$ cat src/rtl/lsu_mem_ctrl.sv
// Load/store sequencer between execute and a single-port word-wide data RAM.
// Sub-word stores run as read-modify-write; load results go out on the register write port.
module lsu_mem_ctrl #(
    parameter int unsigned MEM_AW = 7
) (
    input  logic              clk,
    input  logic              reset,
    input  logic              req_valid,
    output logic              req_ready,
    input  logic              flush,
    input  logic [3:0]        mem_op,
    input  logic [31:0]       addr,
    input  logic [31:0]       wdata,
    input  logic [4:0]        rd,
    output logic              mem_en,
    output logic              mem_we,
    output logic [MEM_AW-1:0] mem_addr,
    output logic [31:0]       mem_wdata,
    input  logic [31:0]       mem_rdata,
    output logic              write_req,
    output logic [4:0]        write_addr,
    output logic [31:0]       write_data,
    output logic              fault,
    output logic [1:0]        fault_code
);

    localparam int unsigned BYTE_AW = MEM_AW + 2;

    typedef enum logic [2:0] {IDLE, RD, RDDATA, WR, RESP} state_t;

    state_t      state;
    logic        is_store_q;
    logic [2:0]  funct3_q;
    logic [1:0]  addr_q;
    logic [15:0] wdata_q;
    logic [4:0]  rd_q;

    logic        accept_c;
    logic [1:0]  check_c;
    logic [7:0]  byte_c;
    logic [15:0] half_c;
    logic [31:0] load_c;
    logic [31:0] merge_c;

    assign accept_c = req_valid && req_ready && !flush;

    // Request checks in priority order: illegal op, misaligned, out of range
    always_comb begin
        check_c = 2'b00;
        if (mem_op[3] ? (mem_op[2] || mem_op[1:0] == 2'b11)
                      : (mem_op[1:0] == 2'b11 || mem_op[2:1] == 2'b11))
            check_c = 2'b11;
        else if ((mem_op[1:0] == 2'b01 && addr[0]) ||
                 (mem_op[1:0] == 2'b10 && addr[1:0] != 2'b00))
            check_c = 2'b01;
        else if ((addr >> BYTE_AW) != 32'd0)
            check_c = 2'b10;
    end

    // Lane extraction for loads and lane merge for sub-word stores
    always_comb begin
        byte_c  = 8'(mem_rdata >> {addr_q, 3'b000});
        half_c  = addr_q[1] ? mem_rdata[31:16] : mem_rdata[15:0];
        load_c  = mem_rdata;
        merge_c = mem_rdata;
        case (funct3_q)
            3'b000:  load_c = {{24{byte_c[7]}}, byte_c};
            3'b100:  load_c = {24'd0, byte_c};
            3'b001:  load_c = {{16{half_c[15]}}, half_c};
            3'b101:  load_c = {16'd0, half_c};
            default: load_c = mem_rdata;
        endcase
        if (funct3_q[0]) begin
            if (addr_q[1])
                merge_c[31:16] = wdata_q;
            else
                merge_c[15:0] = wdata_q;
        end else begin
            merge_c[{addr_q, 3'b000} +: 8] = wdata_q[7:0];
        end
    end

    always_ff @(posedge clk) begin
        if (reset) begin
            state      <= IDLE;
            req_ready  <= 1'b1;
            mem_en     <= 1'b0;
            mem_we     <= 1'b0;
            mem_addr   <= '0;
            mem_wdata  <= '0;
            write_req  <= 1'b0;
            write_addr <= '0;
            write_data <= '0;
            fault      <= 1'b0;
            fault_code <= 2'b00;
            is_store_q <= 1'b0;
            funct3_q   <= '0;
            addr_q     <= '0;
            wdata_q    <= '0;
            rd_q       <= '0;
        end else begin
            write_req <= 1'b0;
            fault     <= 1'b0;
            case (state)
                // RESP doubles as an accept slot so loads sustain one per 3 cycles
                IDLE, RESP: begin
                    state     <= IDLE;
                    req_ready <= 1'b1;
                    mem_en    <= 1'b0;
                    mem_we    <= 1'b0;
                    if (accept_c) begin
                        is_store_q <= mem_op[3];
                        funct3_q   <= mem_op[2:0];
                        addr_q     <= addr[1:0];
                        wdata_q    <= wdata[15:0];
                        rd_q       <= rd;
                        if (check_c != 2'b00) begin
                            fault      <= 1'b1;
                            fault_code <= check_c;
                        end else begin
                            req_ready <= 1'b0;
                            mem_en    <= 1'b1;
                            mem_addr  <= addr[BYTE_AW-1:2];
                            if (mem_op[3] && mem_op[1:0] == 2'b10) begin
                                state     <= WR;
                                mem_we    <= 1'b1;
                                mem_wdata <= wdata;
                            end else begin
                                state <= RD;
                            end
                        end
                    end
                end
                RD: begin
                    mem_en <= 1'b0;
                    state  <= RDDATA;
                end
                RDDATA: begin
                    if (is_store_q) begin
                        mem_en    <= 1'b1;
                        mem_we    <= 1'b1;
                        mem_wdata <= merge_c;
                        state     <= WR;
                    end else begin
                        write_req  <= (rd_q != 5'd0);
                        write_addr <= rd_q;
                        write_data <= load_c;
                        req_ready  <= 1'b1;
                        state      <= RESP;
                    end
                end
                WR: begin
                    mem_en    <= 1'b0;
                    mem_we    <= 1'b0;
                    req_ready <= 1'b1;
                    state     <= IDLE;
                end
                default: begin
                    mem_en    <= 1'b0;
                    mem_we    <= 1'b0;
                    req_ready <= 1'b1;
                    state     <= IDLE;
                end
            endcase
        end
    end

endmodule

$ cat config.mk
export PLATFORM = sky130hd
export DESIGN_NAME = lsu_mem_ctrl
export DESIGN_NICKNAME = d
export VERILOG_FILES = /design/src/rtl/lsu_mem_ctrl.sv
export SDC_FILE = /design/constraint.sdc
export NUM_CORES = 1
export LEC_CHECK = 0
export CAP_MARGIN = 10
export CORE_ASPECT_RATIO = 1.1
export CORE_UTILIZATION = 42
export CTS_CLUSTER_DIAMETER = 60
export CTS_CLUSTER_SIZE = 25
export DETAILED_ROUTE_END_ITERATION = 6
export PLACE_DENSITY_LB_ADDON = 0.2
export SYNTH_ARGS = -nofsm -noshare
export SYNTH_HDL_FRONTEND = slang
export SYNTH_SLANG_ARGS = --single-unit
$ cat constraint.sdc
create_clock -name clk -period 2.5 [get_ports clk]
set_clock_uncertainty 0.05 [all_clocks]
set_input_delay 0.5 -clock clk [delete_from_list [all_inputs] [get_ports clk]]
set_output_delay 0.5 -clock clk [all_outputs]
set_load 0.03 [all_outputs]
# Word level (Yosys, flattened, before mapping)
# Index checks and enable logic that the tools add are counted.
[totals]
ff_bits = 113
inputBits = 109
elab_cells = 99
[op_classes]
add_sub_neg = 1
eq_ne = 15
shift = 3
muxes = 32
bitwise = 6
n_reduce_logical = 26
[op_table]
columns = ["operator", "count"]
rows = [
  ["32-bit 2-to-1 mux", 5],
  ["32-bit one-hot mux with 4 select lines", 1],
  ["32-bit one-hot mux with 2 select lines", 1],
  ["16-bit 2-to-1 mux", 3],
  ["32-bit bitwise mux", 1],
  ["32-bit nonzero test", 1],
  ["8-bit by 7-bit variable shift with 32-bit output, first input constant", 1],
  ["8-bit by 7-bit indexed part select with 32-bit output", 1],
  ["32-bit by 5-bit right shift with 8-bit output", 1],
  ["2-bit 2-to-1 mux", 6],
  ["1-bit 2-to-1 mux", 10],
  ["2-bit inequality test, second input constant", 5],
  ["3-bit == test, second input constant", 3],
  ["3-bit one-hot mux with 3 select lines", 1],
  ["2-bit AND reduction", 4],
  ["5-bit negation with 7-bit output", 1],
  ["2-bit == test, second input constant", 3],
  ["3-bit by 1-bit == test with 1-bit output, second input constant", 2],
  ["3-bit zero test", 2],
  ["1-bit NOT", 6],
  ["1-bit one-hot mux with 3 select lines", 2],
  ["3-bit AND reduction", 2],
  ["2-bit nonzero test", 3],
  ["3-bit OR reduction", 2],
  ["other kinds (10)", 16],
]

# Depth between registers and ports, before layout
# Gate-level depths: netlist of the first run.
[logic_depth]
depth_word = 9
depth_mapped = 11
ltp_nobuf = 7

# Least setup slack after synthesis of the first run
# No wires, ideal clock.
[synth_path]
path_kind = "reg2reg"
from = "register addr_q[1]"
to = "register mem_wdata[16]"
arrival_time_ns = 2.466
setup_slack_ns = -0.097
stages_incl_launch_ff = 12
n_path_buf = 4
period_less_slack_ns = 2.597
cell_sequence = "dfxtp_1 -> clkbuf_1 -> buf_2 -> inv_1 -> clkbuf_1 -> ha_1 -> nor4bb_1 -> buf_1 -> a221oi_1 -> a211oi_1 -> a21oi_1 -> a211oi_2"
[synth_between]
elab_chain_cells = 6
[synth_lines]
columns = ["element", "line", "text"]
rows = [
  ["start, declared", "34", "logic [1:0] addr_q;"],
  ["start signal, assigned", "114", "addr_q <= addr[1:0];"],
  ["5-bit negation with 7-bit output", "79", "merge_c[{addr_q, 3'b000} +: 8] = wdata_q[7:0];"],
  ["8-bit by 7-bit indexed part select with 32-bit output or 8-bit by 7-bit variable shift with 32-bit output (tied branches)", "79", ""],
  ["32-bit bitwise mux", "79", ""],
  ["32-bit 2-to-1 mux (*)", "73", "if (funct3_q[0]) begin"],
  ["32-bit 2-to-1 mux (*)", "139", "if (is_store_q) begin"],
  ["32-bit one-hot mux with 2 select lines (*)", "104", "case (state)"],
  ["end signal, assigned", "127", "mem_wdata <= wdata;"],
  ["end signal, assigned", "142", "mem_wdata <= merge_c;"],
  ["end, declared", "18", "output logic [31:0] mem_wdata,"],
]
# Every way passes the cells marked *; elsewhere a longest branch is shown, timed or not. The select of a mux whose other input is x is not followed.
# A chain may end at the register's enable or synchronous reset.

# Final worst setup path of the first run
[layout_path]
from = "register addr_q[1]"
to = "register mem_wdata[30]"
# Same word-level chain as after synthesis.

==> results.json, run 1 <==
{
  "syn-num-nets": 827,
  "layout-drive-gt1-share_pct": 11.63,
  "grt_overflow": 0,
  "vias_per_cell": 5.813,
  "synthMuxAreaShare_pct": 8.648,
  "grt_pass1_wl_um": 30920,
  "synth_area_um2": 5961,
  "critPathMaxStageDelay_ps": 380,
  "worst_pin_slew_ps": 960.7,
  "grt_max_degree": 60,
  "port_buffers": 191,
  "dp_hpwl_um": 14610,
  "synth.avg_cell_area_um2": 8.360,
  "rsz0062_at_grt": "no",
  "start_util_pct": 43.04,
  "clk_latency_ps": 420,
  "start_kind": "flip-flop",
  "drt-wirelength-per-cell_um": 18.16,
  "cpMaxStageDelayCell": "dfxtp_2",
  "cts_setup_buffers": 0,
  "power.leakage_nw": 2.944,
  "nets": 1005,
  "coreArea_um2": 13850,
  "netlist.area_leader.share_pct": 37.95,
  "synthXorXnorAreaFrac_pct": 0,
  "regArea_um2": 2265,
  "async_flop_share_pct": 0,
  "diodes": 0,
  "routed_wl_um": 19810,
  "grt_use_total_pct": 27.38,
  "synth_edf_count": 0,
  "finalSetupViolCount": 0,
  "synth_common_cells": "nand2_1, a21oi_1, dfxtp_1",
  "min_period_ps": 2296,
  "p_per_area_nw_per_um2": 574.1,
  "synthCells": 713,
  "cts.sinks": 113,
  "ys_types": 43,
  "path_class": "reg -> reg",
  "cts_buffers": 17,
  "cts_buffer_depth": 2,
  "drv_cap": 0,
  "synth_warnings": 0,
  "hold_slack_ps": 391.5,
  "cp_max_fo": 8,
  "dieArea_um2": 14670,
  "htreeDepth": 4,
  "fin_crit_sh_pct": 91.84,
  "ys_seq_area_share_pct": 37.95,
  "critical_path.cell_chain": "inv_1, ha_1, nor4bb_1, buf_4, a221oi_1, a211oi_1, a21oi_1, a211oi_2",
  "synth_compound_area_share_pct": 33.02,
  "clockRootBuffer": "clkbuf_16",
  "hold_viol": 0,
  "arrival_ps": 2580,
  "report.final.slew_viol_count": 0,
  "syn2layout_area_growth_pct": 46.96,
  "ir_drop_mv": 0.4439,
  "gp_congestion": 0.9347,
  "slew_headroom_pct": 35.95,
  "multi_input_area_um2": 3387,
  "timing.fmax_ghz": 0.4355,
  "rows": 45,
  "fp.dieW_um": 115.6,
  "path_buf_inv": 2,
  "grt_pass1_vias": 5879,
  "synth_largest_area_cell": "dfxtp_1",
  "path_clk_slew_ps": 50,
  "synthSimpleGateAreaFrac_pct": 13.83,
  "final_area_um2": 8760,
  "io_pins": 192,
  "synthFlopType": "dfxtp_1",
  "yosysMostFrequentCell": "nand2_1",
  "vias": 6342,
  "ant_nets": 0,
  "critPathCaptureType": "flip-flop",
  "synth_fa_ha_area_share_pct": 1.050,
  "crit_family": "compound AO/OA/AOI/OAI gates",
  "synth-seq-cells": 113,
  "violations": "design-rule violations",
  "synth_top_family_by_area": "compound AO/OA/AOI/OAI gates",
  "hold_path_class": "reg -> reg",
  "antenna_found_initial": 0,
  "route.detailed.drc": 1,
  "cts_tree": "built",
  "cts-resized-gates": 0,
  "cp.required_ps": 2780,
  "chipHeight_um": 126.9,
  "fillers": 1218,
  "placed_cell_area_um2": 8123,
  "cts_hold_buf": 0,
  "status": "finished, violations left",
  "synth.area.top_cells": "dfxtp_1, a21oi_1, mux2i_1, nand2_1, a211oi_1",
  "dr.first_iter.drc_count": 576,
  "dr.pass1.iters": 7
}
==> worst register-to-register path, delay by kind of cell, from the launching register on <==
kind | cells | cell delay [ps]
DFF | 1 | 380
adders and majority gates | 1 | 320
AOI/OAI and AO/OA | 4 | 870
buffers and inverters | 2 | 310
and+or+nand+nor | 1 | 280
==> cells by family after synthesis <==
| family | Yosys count |
|---|---|
| AOI/OAI and AO/OA | 276 |
| adders and majority gates | 5 |
| DFF | 113 |
| muxes | 50 |
| buffers and inverters | 74 |
| and+or+nand+nor | 195 |
==> cell type report <==
type                            count  area share, %
Multi-Input combinational cell    526          38.67
Sequential cell                   113          25.85
Timing Repair Buffer              226          25.22
Clock buffer                       21          5.485
Tap cell                          188          2.685
Clock inverter                     10          1.785
Inverter                            7         0.3000
==> sequential cells by signal (all words and copies together) (netlist names) <==
name	count
mem_wdata	32
addr_q	2
is_store_q	1
funct3_q	3
state	3
write_data	32
mem_addr	7
wdata_q	16
mem_we	1
fault_code	2
rd_q	5
write_addr	5
write_req	1
fault	1
req_ready	1
mem_en	1
==> power by group <==
part	internal, mW	switching (mW)
Sequential	1.83	0.0338
Combinational	0.290	0.295
Clock	1.76	0.826
Total	3.87	1.15
==> path summary, 6_finish.rpt <==
path | cells past startpoint | end | slack (ps) | from
worst max-delay path | 8 | mem_wdata[30] | 200 | addr_q[1]
worst min-delay path | 2 | write_data[13] | 390 | write_data[13]
worst max register to register | 8 | mem_wdata[30] | 200 | addr_q[1]
worst min register to register | 2 | write_data[13] | 390 | write_data[13]
==> routing by layer <==
metal  vias up  GRT usage, %  routed length [µm]
met2       280         42.76                9208
met1      3028         36.39                8635
met4         0         10.77                 395
li1       3003             -                   -
met3        31         6.116                1571
met5         -             0                   0
==> cell usage in the layout (no fill, tap or decap), types with 3 or more instances in the layout <==
cell,count
clkdlybuf4s50_1,190
nand2_1,118
a21oi_1,115
dfxtp_1,111
a211oi_1,55
mux2i_1,47
nor2_1,44
a221oi_1,33
buf_4,33
a211oi_2,28
clkbuf_16,17
o21ai_0,13
inv_1,7
o211ai_1,7
nor4_1,6
o221ai_1,6
nor3_1,5
o31a_1,5
ha_1,5
nand2b_1,4
clkbuf_8,4
bufinv_16,4
clkinv_2,4
nand3b_1,3
nor4bb_1,3
o21bai_1,3
buf_12,3
==> per-stage QoR <==
stage / util (%) / TNS, ps / total power [mW] / instances / setup WS [ps]
2_1_floorplan: - / 0 / 2.159 / 713 / 23.82
3_3_place_gp: 58.65 / -3291 / 2.457 / 1060 / -105.1
3_5_place_dp: 58.65 / -4921 / 2.470 / 1060 / -149.7
4_1_cts: 63.24 / 0 / 5.045 / 1091 / 223.3
5_1_grt: 63.24 / 0 / 5.181 / 1091 / 55.62
6_report: 63.24 / 0 / 5.029 / 1091 / 204.0
Note: power is estimated with default switching activity, not from simulation.
==> run 2, diff against run 1 <==
- CTS_CLUSTER_SIZE: 25 -> 10
- SKIP_LAST_GASP: unset -> 1
- SLEW_MARGIN: unset -> 40
==> run 2 against run 1 <==
Net effect:
- the flow now finishes without violations
- sequential power barely moved
- cell area fell by 0.33%
- sequential cell count did not move
- die area did not move
- worst hold slack improved by 0.89 ps
- utilization fell by 0.21 points
- combinational power barely moved
- total power fell by 2.3%
- final cell count barely moved
==> results.json, run 2 (synthesis results as in run 1) <==
{
  "arrival_ps": 2570,
  "grt_pass1_wl_um": 30610,
  "finalSetupViolCount": 0,
  "hold_path_class": "reg -> reg",
  "power.leakage_nw": 2.910,
  "nets": 1005,
  "path_buf_inv": 2,
  "dieArea_um2": 14670,
  "ir_drop_mv": 0.3816,
  "coreArea_um2": 13850,
  "layout_common_cells": "clkdlybuf4s50_1, nand2_1, a21oi_1",
  "status": "finished clean",
  "critPathCaptureType": "flip-flop",
  "cts_tree": "built",
  "gp_congestion": 0.9347,
  "routed_wl_um": 19960,
  "port_buffers": 191,
  "rows": 45,
  "rsz0062_at_grt": "no",
  "ant_nets": 0,
  "drv_cap": 0,
  "cpMaxStageDelayCell": "dfxtp_2",
  "vias_per_cell": 5.761,
  "cts_buffer_depth": 2,
  "grt_max_degree": 60,
  "route.detailed.drc": 0,
  "chipHeight_um": 126.9,
  "tns_ps": 0,
  "p_per_area_nw_per_um2": 562.7,
  "hold_slack_ps": 392.4,
  "vias": 6291,
  "layout-drive-gt1-share_pct": 11.50,
  "drt-wirelength-per-cell_um": 18.28,
  "timing.fmax_ghz": 0.4372,
  "critical_path.cell_chain": "inv_1, ha_1, nor4bb_1, buf_4, a221oi_1, a211oi_1, a21oi_1, a211oi_2",
  "cts_hold_buf": 0,
  "cts_setup_buffers": 0,
  "cp.required_ps": 2780,
  "crit_family": "compound AO/OA/AOI/OAI gates",
  "report.final.slew_viol_count": 0,
  "clockRootBuffer": "clkbuf_16",
  "cp_max_fo": 8,
  "min_period_ps": 2287,
  "diodes": 0,
  "hold_viol": 0,
  "dr.first_iter.drc_count": 552,
  "dr.pass1.iters": 5,
  "fin_crit_sh_pct": 91.49,
  "grt_overflow": 0,
  "p_total_mw": 4.912,
  "worst_pin_slew_ps": 591.6,
  "start_kind": "flip-flop",
  "internal-power_mw": 3.709,
  "path_clk_slew_ps": 50,
  "final_common_cell": "clkdlybuf4s50_1",
  "path_class": "reg -> reg",
  "fp.dieW_um": 115.6,
  "reg.largest.list": "mem_wdata: 32 flops, write_data: 32 flops, wdata_q: 16 flops",
  "cts-resized-gates": 0,
  "cts.sinks": 113,
  "dp_hpwl_um": 14570,
  "critPathMaxStageDelay_ps": 380,
  "htreeDepth": 4,
  "cts_buffers": 17,
  "clk_latency_ps": 410,
  "grt_use_total_pct": 27.13,
  "io_pins": 192,
  "seq_power_share_pct": 37.8,
  "power_switching_mw": 1.204,
  "slew_headroom_pct": 60.56,
  "p_clk_share_pct": 50.3,
  "pwr-share-comb_pct": 11.9,
  "antenna_found_initial": 0,
  "grt_pass1_vias": 5829,
  "start_util_pct": 43.04,
  "sw_frac_of_total_pct": 24.51,
  "syn2layout_area_growth_pct": 46.47
}
-- run 2: changes by cell type in the layout (fill, tap and decap cells not counted), sizes merged --
cell | before | now
clkinvlp | 1 | 5
clkinv | 5 | 3
bufinv | 4 | 3
clkbuf | 21 | 20
inv | 7 | 8
-- run 2: power by group through the flow --
stage	Combinational, mW	Clock, mW	Sequential, mW
2_1_floorplan	0.273	0	1.89
3_3_place_gp	0.562	0	1.89
3_5_place_dp	0.574	0	1.90
4_1_cts	0.578	2.49	1.86
5_1_grt	0.626	2.57	1.86
6_report	0.585	2.47	1.86
-- run 2: cell type report --
| type | instances | area, µm² |
|---|---|---|
| Multi-Input combinational cell | 526 | 3390 |
| Inverter | 7 | 26.28 |
| Fill cell | 1208 | 5120 |
| Tap cell | 188 | 235.2 |
| Sequential cell | 113 | 2265 |
| Clock buffer | 20 | 446.7 |
| Clock inverter | 12 | 158.9 |
| Timing Repair Buffer | 226 | 2210 |
-- run 2: final timing paths --
kind,startpoint,to,slack (ps),cells after the start
min reg2reg,write_data[13],write_data[13],390,2
max,addr_q[1],mem_wdata[21],210,8
max reg2reg,addr_q[1],mem_wdata[21],210,8
min,write_data[13],write_data[13],390,2
-- run 2: stage by stage --
| step | cells | setup WS (ps) | cell area (µm²) | util (%) |
|---|---|---|---|---|
| 2_1_floorplan | 713 | 23.82 | 5967 | - |
| 3_5_place_dp | 1060 | -149.9 | 8125 | 58.66 |
| 4_1_cts | 1092 | 253.9 | 8731 | 63.04 |
| 3_3_place_gp | 1060 | -105.1 | 8123 | 58.65 |
| 6_report | 1092 | 212.7 | 8731 | 63.04 |
| 5_1_grt | 1092 | 48.24 | 8731 | 63.04 |
-- run 2: layer usage --
metal	track usage, %	up-vias	share of wire [%]
met5	0	-	0
met4	9.931	0	2.0
met3	5.590	36	7.3
met2	42.66	272	46
met1	36.43	2976	44
li1	-	3007	-
-- run 2: worst register-to-register path, stage by stage (launching register included) --
cell,delay (ps)
dfxtp_2,380
inv_1,90
ha_1,340
nor4bb_1,310
buf_4,210
a221oi_1,80
a211oi_1,380
a21oi_1,110
a211oi_2,250
